[src/rtl/booth_r4_mult.sv]
// rtl/booth_r4_mult.sv - radix-4 Booth sequential multiplier, TAMANO-bit operands, START/DONE handshake
// Optional macro SIGNED_MODE_EN adds the SIGNED port; without it operands are always two's complement.
module booth_r4_mult #(
    parameter int TAMANO = 8
) (
    input  logic                  CLOCK,
    input  logic                  RESET,
    input  logic                  START,
`ifdef SIGNED_MODE_EN
    input  logic                  SIGNED,
`endif
    input  logic [TAMANO-1:0]     A,
    input  logic [TAMANO-1:0]     B,
    output logic [2*TAMANO-1:0]   S,
    output logic                  BUSY,
    output logic                  DONE
);
    localparam int W  = TAMANO + 2;
    localparam int N  = W / 2;
    localparam int CW = $clog2(N) + 1;
    localparam logic [CW-1:0] LAST_STEP = CW'(N - 1);

    typedef enum logic {
        ST_IDLE,
        ST_CALC
    } state_t;

    state_t              state_q;
    logic [W-1:0]        m_q;
    logic [W:0]          hi_q;
    logic [W-1:0]        lo_q;
    logic                qm1_q;
    logic [CW-1:0]       cnt_q;
    logic [2*TAMANO-1:0] s_q;
    logic                busy_q;
    logic                done_q;

    logic                sgn;
    logic [W-1:0]        a_ext;
    logic [W-1:0]        b_ext;
    logic [W:0]          m_ext;
    logic [W:0]          addend;
    logic [W:0]          sum_d;
    logic [W:0]          hi_d;
    logic [W-1:0]        lo_d;
    logic                qm1_d;
    logic [2:0]          sel;

`ifdef SIGNED_MODE_EN
    assign sgn = SIGNED;
`else
    assign sgn = 1'b1;
`endif

    // Two guard bits keep zero-extended unsigned operands positive in the signed Booth recoding.
    assign a_ext = {{2{sgn & A[TAMANO-1]}}, A};
    assign b_ext = {{2{sgn & B[TAMANO-1]}}, B};
    assign m_ext = {m_q[W-1], m_q};
    assign sel   = {lo_q[1:0], qm1_q};

    always_comb begin
        addend = '0;
        unique case (sel)
            3'b001, 3'b010: addend = m_ext;
            3'b011:         addend = m_ext << 1;
            3'b100:         addend = -(m_ext << 1);
            3'b101, 3'b110: addend = -m_ext;
            default:        addend = '0;
        endcase
    end

    assign sum_d = hi_q + addend;
    assign hi_d  = {sum_d[W], sum_d[W], sum_d[W:2]};
    assign lo_d  = {sum_d[1:0], lo_q[W-1:2]};
    assign qm1_d = lo_q[1];

    always_ff @(posedge CLOCK or negedge RESET) begin
        if (!RESET) begin
            state_q <= ST_IDLE;
            m_q     <= '0;
            hi_q    <= '0;
            lo_q    <= '0;
            qm1_q   <= 1'b0;
            cnt_q   <= '0;
            s_q     <= '0;
            busy_q  <= 1'b0;
            done_q  <= 1'b0;
        end else begin
            done_q <= 1'b0;
            unique case (state_q)
                ST_IDLE: begin
                    if (START) begin
                        m_q     <= a_ext;
                        hi_q    <= '0;
                        lo_q    <= b_ext;
                        qm1_q   <= 1'b0;
                        cnt_q   <= '0;
                        busy_q  <= 1'b1;
                        state_q <= ST_CALC;
                    end
                end
                ST_CALC: begin
                    hi_q  <= hi_d;
                    lo_q  <= lo_d;
                    qm1_q <= qm1_d;
                    cnt_q <= cnt_q + CW'(1);
                    if (cnt_q == LAST_STEP) begin
                        // Product is the low 2*TAMANO bits of the final {HI, LO}.
                        s_q     <= {hi_d[TAMANO-3:0], lo_d};
                        done_q  <= 1'b1;
                        busy_q  <= 1'b0;
                        state_q <= ST_IDLE;
                    end
                end
                default: state_q <= ST_IDLE;
            endcase
        end
    end

    assign S    = s_q;
    assign BUSY = busy_q;
    assign DONE = done_q;

endmodule

[config.mk]
export PLATFORM = sky130hd
export DESIGN_NAME = booth_r4_mult
export DESIGN_NICKNAME = d
export VERILOG_FILES = /design/src/rtl/booth_r4_mult.sv
export SDC_FILE = /design/constraint.sdc
export NUM_CORES = 1
export LEC_CHECK = 0
export BUFFER_PORTS_ARGS = -buffer_cell sky130_fd_sc_hd__buf_2
export CAP_MARGIN = 20
export CORE_ASPECT_RATIO = 1.5
export CORE_MARGIN = 4
export CORE_UTILIZATION = 60
export CTS_BUF_LIST = sky130_fd_sc_hd__clkbuf_8
export DETAILED_ROUTE_END_ITERATION = 8
export PLACE_DENSITY_LB_ADDON = 0.2
export RECOVER_POWER = 100
export SYNTH_ARGS = -nofsm -noshare
export SYNTH_HDL_FRONTEND = slang
export SYNTH_SLANG_ARGS = --single-unit
[constraint.sdc]
create_clock -name CLOCK -period 3.26 [get_ports CLOCK]
set_input_delay 0.978 -clock CLOCK [delete_from_list [all_inputs] [get_ports CLOCK]]
set_output_delay 0.978 -clock CLOCK [all_outputs]
set_load 0.05 [all_outputs]
==> out/results.txt, run 1 <==
Top cells by area, synth - dfrtp_1 (43%), nand2_1 (9.2%), o21ai_0 (6.3%), ha_1 (5.5%), mux2i_1 (3.4%)
CP cell instances - inv_2 > ha_4 > or3b_4 > nand2_1 > nand2_1 > a211o_1 > o32ai_2 > ha_1 > o21a_1 > a2111o_1 > a31oi_1 > xor2_1 > o21ai_1
XOR/XNOR Fraction of Synth Area - 4.455%
DP Cell Count - 417
Vias - 2454
Tmin final - 3.111 ns
Slew @ Worst Pin - 1.034 ns
Final Max Tran Viols - 0
CP Launch Type - flip-flop
Final setup fails - 0
Post-synthesis simple-gate area fraction - 17.31%
Total congestion overflow - 0
Crit path kind - flip-flop to flip-flop
Num ports - 37
# DRC - 0
CTS tree - yes
Max FO, Critical Path - 4
Cell Area, Synth - 2949 µm²
Post-Syn Nets - 355
Worst hold margin - 0.4822 ns
Yosys warning total - 0
Hold Path Stages - 2
Die ar. - 6124 µm²
Top-area cell type share of the netlist area - 43.28%
CP Capture Type - flip-flop
Compound-Gate Fraction of Synth Area - 19.64%
Global-route wire length before repair - 10.67 mm
Core area - 4810 µm²
Vias/cell - 5.774
Largest net degree at the start of global routing - 36
DIE WIDTH - 65.24 µm
Worst-Skew Late Latency - 0.30 ns
N_diodes - 0
Die Ht - 93.87 µm
Fmax - 321.4 MHz
Avg WL per Cell - 15.26 µm
RePlAce Congestion - 0.8926
Final Cycle Share - 95.44%
R2r endpoint - hi_q[7]$_DFFE_PN0P_
Slew Limit Headroom - 31.08%
Router iterations before antenna repair - 4
Clk slew on worst S/H paths - 0.09 ns
Cells after Synth - 322
Post-synthesis cell type with the largest combined area - dfrtp_1
R2R Setup Slk - 0.15 ns
Synth Area in Adders - 6.194%
Number of flops mapped to enable cells by yosys - 0
Proportion of layout cells with a drive suffix above 1 - 14.76%
Non-Filler Instances - 425
Setup Skew - 0.003826 ns
Async SR Flop Fraction - 100.0%
Vias in the first global route - 2322
Hold Vio Cnt, Final - 0
Worst EP required - 3.45 ns
Most instantiated library cell after synthesis - nand2_1
Register area share after synthesis - 43.28%
Max stage delay on crit path - 0.41 ns
Min-delay worst type - flip-flop to flip-flop
Post CTS Setup Buffer Count - 0
Starting density of the core - 61.32%
H-tree levels - 2
Final net count - 391
Largest family of logic cells by synthesized area - compound AO/OA/AOI/OAI gates
R2R Path Start - m_q[1]$_DFFE_PN0P_
Resize count post-CTS - 0
Max Cap Violations - 0
Min-delay src - S[3]$_DFFE_PN0P_
Initial antenna violation count - 0
CTS root buffer - clkbuf_8
IO buf count - 36
FP Rows - 31
Routed Antenna Nets - 0
Most used DFF post-synth - dfrtp_1
Setup_tns - 0 ns
Synthesized flop and latch total - 51
DP HPWL - 4.765 mm
Worst path arrival time - 3.30 ns
Area grow syn2layout - 11.84%
Count of cell types in the netlist - 51
Cts bufs inserted - 5
Worst R2R Path Depth - 13
Mean post-synth cell area - 9.159 µm²
Tot GR Track Use - 22.41%
WHS Endpoint - S[3]$_DFFE_PN0P_
Initial DRC count - 102
End-of-flow core utilization - 68.57%
Critical-path top delay cell - a2111o_1
Most frequent CP cell - nand2_1
Routed WL - 6.485 mm
Clock tree sinks - 51
Post-synthesis mux area share - 5.685%
Status - finished clean
Hold-fix buffers, CTS - 0
Top cells by count, synth - nand2_1 (72), dfrtp_1 (51), o21ai_0 (37), nor2_1 (16)
Longest Clk Path Bufs - 2
per-layer routing:
metal / wire length, µm / vias to the layer above / share of wire (%) / global-route usage (%)
met4: 141 / 0 / 2.2 / 9.862
met1: 2719 / 1192 / 42 / 27.58
met5: 0 / - / 0 / 0
met3: 193 / 12 / 3.0 / 2.874
li1: - / 1198 / - / -
met2: 3430 / 52 / 53 / 38.72
area by class of cell:
cell class,count,area (µm²)
clock inverter,3,16.27
tap,66,82.58
clock buffer,5,68.82
fill,443,1511
multi-input combinational,246,1602
timing repair buffer,45,216.5
sequential,51,1279
inverter,9,33.78
per-stage QoR:
step	cell area, µm²	setup slack [ns]
global placement	3212	0.1714
floorplan	2949	0.2483
CTS	3297	0.06942
finish	3298	0.1487
global route	3298	-0.006381
detailed placement	3212	0.1155
critical path: cells and delay by family (launching register included):
kind,cells,cell delay (ns)
xor+xnor,1,0.16
fa+ha+maj,2,0.45
compound gates,6,1.31
simple gates,3,0.56
flops,1,0.40
buf+inv,1,0.10
cells in the final DEF, fill, tap and decap left out, types with 3 or more instances in the layout:
cell type  count
buf_4          7
clkbuf_8       5
nand2b_1       3
clkbuf_1      21
o31ai_1        4
a211oi_1       4
ha_1          12
nand2_1       72
buf_2         16
xor2_1         7
nor2_1        16
xnor2_1        7
nand3_1        5
dfrtp_1       49
o21ai_0       37
mux2_2         6
nor3_1         3
a21o_1         5
a22o_1         3
inv_1          8
a21oi_1       10
a221oi_1       3
a31oi_1        3
mux2i_1       10
state kept, by name, indices dropped and copies added (netlist names):
signal / count
hi_q: 9
S: 16
BUSY: 1
DONE: 1
lo_q: 10
state_q: 1
cnt_q: 4
qm1_q: 1
m_q: 8
worst max path at each step:
stage                          end  slack, ns                from  depth (start not counted)
2_1_floorplan  hi_q[7]$_DFFE_PN0P_       0.25  m_q[1]$_DFFE_PN0P_                         13
3_3_place_gp   hi_q[7]$_DFFE_PN0P_       0.17  m_q[1]$_DFFE_PN0P_                         13
3_5_place_dp   hi_q[7]$_DFFE_PN0P_       0.12  m_q[1]$_DFFE_PN0P_                         13
4_1_cts        hi_q[7]$_DFFE_PN0P_       0.07  m_q[1]$_DFFE_PN0P_                         13
5_1_grt        hi_q[9]$_DFFE_PN0P_     -0.006  m_q[1]$_DFFE_PN0P_                         13
6_report       hi_q[7]$_DFFE_PN0P_       0.15  m_q[1]$_DFFE_PN0P_                         13
kinds of logic after synthesis:
logic type | after synthesis
adder cells (fa/ha/maj) | 14
buffers and inverters | 25
flip-flops | 51
AO/OA/AOI/OAI | 88
XOR/XNOR | 15
multiplexers | 16
AND/OR/NAND/NOR | 113
Power of run 1 is left out: the tool's default activity adds up to more than one toggle a clock period on the data nets, which glitch-free logic cannot reach.
==> inputs of run 2 (changes only) <==
- CORE_UTILIZATION: 60 -> 54
- clock period: 3.26 -> 2.6 ns (I/O delays scaled with it)
==> run 2 against run 1 <==
Clock skew increased by 0.00098 ns. First-iteration DRC count grew 3.9%. The flow now finishes with violations (setup timing). Wire length grew 17%. Hold slack worse by 0.00063 ns. Setup slack got worse by 0.55 ns. Clock-buffer cell count is 1 higher. Global-route usage rose by 1.6 points. Sequential share of layout area down 5.2 points. Register-to-register slack got worse by 0.55 ns. Cell count grew 13%. Via count grew 10%.
==> out/results.txt, run 2 (synthesized netlist as in run 1, its figures left out) <==
Max reg flops - 16
Largest net degree at the start of global routing - 25
DP HPWL - 5.538 mm
Top Family by Delay on Critical Path - compound AO/OA/AOI/OAI gates
CTS root buffer - clkbuf_8
Max FO, Critical Path - 3
Tmin final - 3.004 ns
RePlAce Congestion - 0.9417
Vias/cell - 5.630
RSZ-0062 raised after global routing - true
Critical-path top delay cell - dfrtp_1
Filler cells - 424
Routed WL - 7.571 mm
Core area - 5205 µm²
Worst-Skew Late Latency - 0.30 ns
Clk slew on worst S/H paths - 0.09 ns
Die Ht - 98.51 µm
Tot GR Track Use - 24.02%
CP Capture Type - flip-flop
FP Rows - 32
Commonest cells after routing, fill and taps aside - nand2_1 (71), buf_4 (54), dfrtp_1 (50), o21ai_0 (25), clkbuf_1 (23)
Hold Vio Cnt, Final - 0
Num ports - 37
Slew @ Worst Pin - 1.276 ns
Final setup fails - 8
Die ar. - 6732 µm²
CP Launch Type - flip-flop
H-tree levels - 2
Max stage delay on crit path - 0.41 ns
N_diodes - 0
DIE WIDTH - 68.34 µm
# DRC - 0
Starting density of the core - 56.66%
Crit path kind - flip-flop to flip-flop
Final net count - 445
Setup Skew - 0.004808 ns
Cts bufs inserted - 5
Total congestion overflow - 0
CTS tree - yes
Initial antenna violation count - 0
Max Cap Violations - 0
Slew Limit Headroom - 14.94%
Fmax - 332.9 MHz
Fin worst setup slack - -0.4036 ns
Buf/Inv on CP - 1
Avg WL per Cell - 15.74 µm
CP cell instances - buf_6 > nor4_4 > nor2b_4 > xnor2_2 > a32oi_1 > a21oi_1 > ha_1 > or3_1 > o211a_1 > o41ai_2 > xnor2_1 > a22o_1
Final Cycle Share - 115.5%
Longest Clk Path Bufs - 2
Router iterations before antenna repair - 4
Status - complete, but fails checks
Area grow syn2layout - 28.89%
Most common cell after layout, fill and taps aside - nand2_1
Vias in the first global route - 2785
Worst EP required - 2.80 ns
Initial DRC count - 106
Worst path arrival time - 3.21 ns
Routed Antenna Nets - 0
Failing checks - setup timing
Min-delay worst type - flip-flop to flip-flop
Global-route wire length before repair - 12.56 mm
Proportion of layout cells with a drive suffix above 1 - 28.57%
Dpl ws - -0.4139 ns
Clock tree sinks - 51
IO buf count - 36
Final Max Tran Viols - 0
Vias - 2708
## run 2: cell types whose count changed in the layout (fill, tap and decap cells not counted), moves of 2 or more
cell and change:
clkbuf_4 +2, buf_2 +2, a21oi_1 -4, buf_6 +2
buf_4 +47, a21oi_2 +4, o21ai_1 +11, a211oi_2 +3
clkbuf_1 +2, a211oi_1 -3, o21ai_0 -12
## run 2: path summary, 6_finish.rpt
| kind | from | endpoint | slack (ns) | cells after the start |
|---|---|---|---|---|
| max | m_q[3]$_DFFE_PN0P_ | hi_q[9]$_DFFE_PN0P_ | -0.40 | 12 |
| min reg2reg | S[7]$_DFFE_PN0P_ | S[7]$_DFFE_PN0P_ | 0.48 | 2 |
| min | S[7]$_DFFE_PN0P_ | S[7]$_DFFE_PN0P_ | 0.48 | 2 |
| max in group asynchronous | RESET | lo_q[0]$_DFFE_PN0P_ | 0.52 | 2 |
| min in group asynchronous | RESET | S[11]$_DFFE_PN0P_ | 0.73 | 1 |
| max reg2reg | m_q[3]$_DFFE_PN0P_ | hi_q[9]$_DFFE_PN0P_ | -0.40 | 12 |
## run 2: final cells by class
type	instances	area (µm²)	share of cell area [%]
Inverter	9	33.78	0.8887
Clock buffer	6	82.58	2.172
Sequential cell	51	1277	33.61
Multi-Input combinational cell	246	1690	44.47
Clock inverter	2	12.51	0.3292
Tap cell	68	85.08	2.238
Timing Repair Buffer	99	619.3	16.29
## run 2: per-layer routing
metal / track usage [%] / up-vias / share of wire [%]
li1: - / 1313 / -
met1: 29.18 / 1322 / 40
met2: 41.31 / 57 / 54
met3: 3.877 / 16 / 3.8
met4: 9.188 / 0 / 2.3
met5: 0 / - / 0
## run 2: per-stage QoR
step                      hold WS, ns  TNS, ns  utilization [%]  cells  instance area, µm²
after floorplan                0.4538  -0.7664                -    322                2974
after global placement         0.4521   -1.348            68.58    463                3570
after detailed placement       0.4562   -1.734            68.58    463                3570
after CTS                      0.4641   -2.172            71.18    474                3705
after global routing           0.4960   -3.767            73.03    481                3801
final                          0.4815   -2.153            73.03    481                3801
## run 2: tightest hold or removal path, cell delays in order (launching register included)
cell,delay (ns)
dfrtp_1,0.35
nand2_1,0.05
nand2_1,0.05
## run 2: timing repair
| item | 4_1_cts | 5_1_grt |
|---|---|---|
| pin swaps | 11 | 19 |
| buffers inserted | 3 | 7 |
| endpoints found under the hold margin | 0 | 0 |
| gates resized for setup | 9 | 24 |
| hold buffers | 0 | 0 |
| setup endpoints to repair | 9 | 13 |
Power of run 2 is left out for the same reason.
==> inputs of run 3 (changes only) <==
- CORE_MARGIN: 4 -> unset
- SKIP_CTS_REPAIR_TIMING: unset -> 1
==> run 3 against run 2 <==
The flow still finishes with violations (setup timing). Register-to-register slack about the same. Hold slack improved by 0.0041 ns. First-iteration DRC count decreased by 16%. Via count decreased by 3.1%. Sequential share of layout area increased by 0.27 points. Cell count decreased by 1.9%. Clock-buffer cell count decreased by 1. Clock skew increased by 0.0058 ns. Sequential cell count unchanged. Critical path type unchanged. Highest routed layer unchanged.
==> out/results.txt, run 3 (synthesized netlist as in run 1, its figures left out) <==
Final Max Tran Viols - 0
DIE WIDTH - 62.34 µm
Global-route wire length before repair - 11.59 mm
CP Launch Type - flip-flop
Status - complete, but fails checks
Routed WL - 7.342 mm
Fin worst setup slack - -0.3927 ns
N_diodes - 0
Min-delay worst type - flip-flop to flip-flop
Final net count - 436
Max FO, Critical Path - 3
Fmax - 334.1 MHz
Vias in the first global route - 2529
Area of the multi-input gates - 1740 µm²
Filler cells - 406
FP Rows - 32
Total congestion overflow - 0
RSZ-0062 raised after global routing - true
Max reg flops - 16
Clk slew on worst S/H paths - 0.11 ns
Largest net degree at the start of global routing - 32
Starting density of the core - 56.66%
Tot GR Track Use - 25.68%
Initial DRC count - 89
R2R Setup Slk - -0.39 ns
Avg WL per Cell - 15.56 µm
Hold Vio Cnt, Final - 0
Most common cell after layout, fill and taps aside - nand2_1
Final setup fails - 7
Area grow syn2layout - 27.75%
Tmin final - 2.993 ns
Core area - 5205 µm²
Max Cap Violations - 0
Initial antenna violation count - 0
CP cell instances - buf_4 > nor4_4 > nor2b_4 > xnor2_2 > a32oi_1 > a21oi_2 > ha_4 > or3_1 > o211a_4 > o41ai_2 > xnor2_1 > a22o_1
Router iterations before antenna repair - 4
Die Ht - 92.51 µm
# DRC - 0
Slew Limit Headroom - 22.61%
Worst path arrival time - 3.20 ns
Worst-Skew Late Latency - 0.32 ns
Routed Antenna Nets - 0
Commonest cells after routing, fill and taps aside - nand2_1 (71), dfrtp_1 (51), buf_4 (47), o21ai_0 (30), clkbuf_1 (26)
Clock tree sinks - 51
Crit path kind - flip-flop to flip-flop
Vias/cell - 5.561
Placement Cell Area - 3567 µm²
Critical-path top delay cell - dfrtp_1
Vias - 2625
Failing checks - setup timing
Slew @ Worst Pin - 1.161 ns
Num ports - 37
IO buf count - 36
Die ar. - 5767 µm²
H-tree levels - 2
Longest Clk Path Bufs - 2
Worst hold margin - 0.4857 ns
Max stage delay on crit path - 0.41 ns
CTS root buffer - clkbuf_8
Worst EP required - 2.81 ns
DP HPWL - 5.340 mm
Sequential cell area - 1276 µm²
Proportion of layout cells with a drive suffix above 1 - 27.48%
Final Cycle Share - 115.1%
CP Capture Type - flip-flop
Cts bufs inserted - 5
CTS tree - yes
Setup Skew - 0.01058 ns
RePlAce Congestion - 0.8776
Post-route cell area - 3767 µm²
## run 3: changes by cell type in the layout (fill, tap and decap cells not counted), moves of 2 or more
cell	previous run	this run
buf_4	54	47
o21ai_0	25	30
o21ai_1	13	8
clkbuf_1	23	26
buf_2	18	16
buf_6	2	0
clkbuf_4	2	0
## run 3: area by class of cell
class | count | area share, %
clock buffer | 5 | 1.827
clock inverter | 3 | 0.7307
inverter | 9 | 0.8967
multi-input combinational | 246 | 46.20
sequential | 51 | 33.88
tap | 68 | 2.258
timing repair buffer | 90 | 14.21
## run 3: worst max-delay path, delay by kind of cell (launching register included)
| kind | cells | cell delay (ns) |
|---|---|---|
| fa+ha+maj | 1 | 0.23 |
| simple gates | 3 | 0.91 |
| buf+inv | 1 | 0.16 |
| xor+xnor | 2 | 0.26 |
| flops | 1 | 0.41 |
| compound gates | 5 | 0.89 |
## run 3: layer usage
layer / global-route usage [%] / wire (µm) / vias up
met5: 0 / 0 / -
met4: 7.752 / 80 / 0
met3: 2.709 / 210 / 7
met2: 47.89 / 4026 / 51
met1: 30.76 / 3024 / 1282
li1: - / - / 1285
## run 3: worst paths after layout
kind / depth (start not counted) / from / to
hold reg to reg: 2 / S[0]$_DFFE_PN0P_ / S[0]$_DFFE_PN0P_
max in group asynchronous: 2 / RESET / lo_q[0]$_DFFE_PN0P_
setup reg to reg: 12 / m_q[1]$_DFFE_PN0P_ / hi_q[9]$_DFFE_PN0P_
hold / removal: 2 / S[0]$_DFFE_PN0P_ / S[0]$_DFFE_PN0P_
setup / recovery: 12 / m_q[1]$_DFFE_PN0P_ / hi_q[9]$_DFFE_PN0P_
min in group asynchronous: 1 / RESET / S[11]$_DFFE_PN0P_
## run 3: per-stage QoR
step / TNS [ns] / util [%] / setup WS, ns / cells
floorplan: -0.7664 / - / -0.2436 / 322
global placement: -1.248 / 68.53 / -0.3181 / 461
detailed placement: -1.550 / 68.53 / -0.3910 / 461
CTS: -1.756 / 70.38 / -0.4197 / 469
global route: -3.006 / 72.38 / -0.4985 / 472
finish: -1.602 / 72.38 / -0.3927 / 472
Power of run 3 is left out for the same reason.
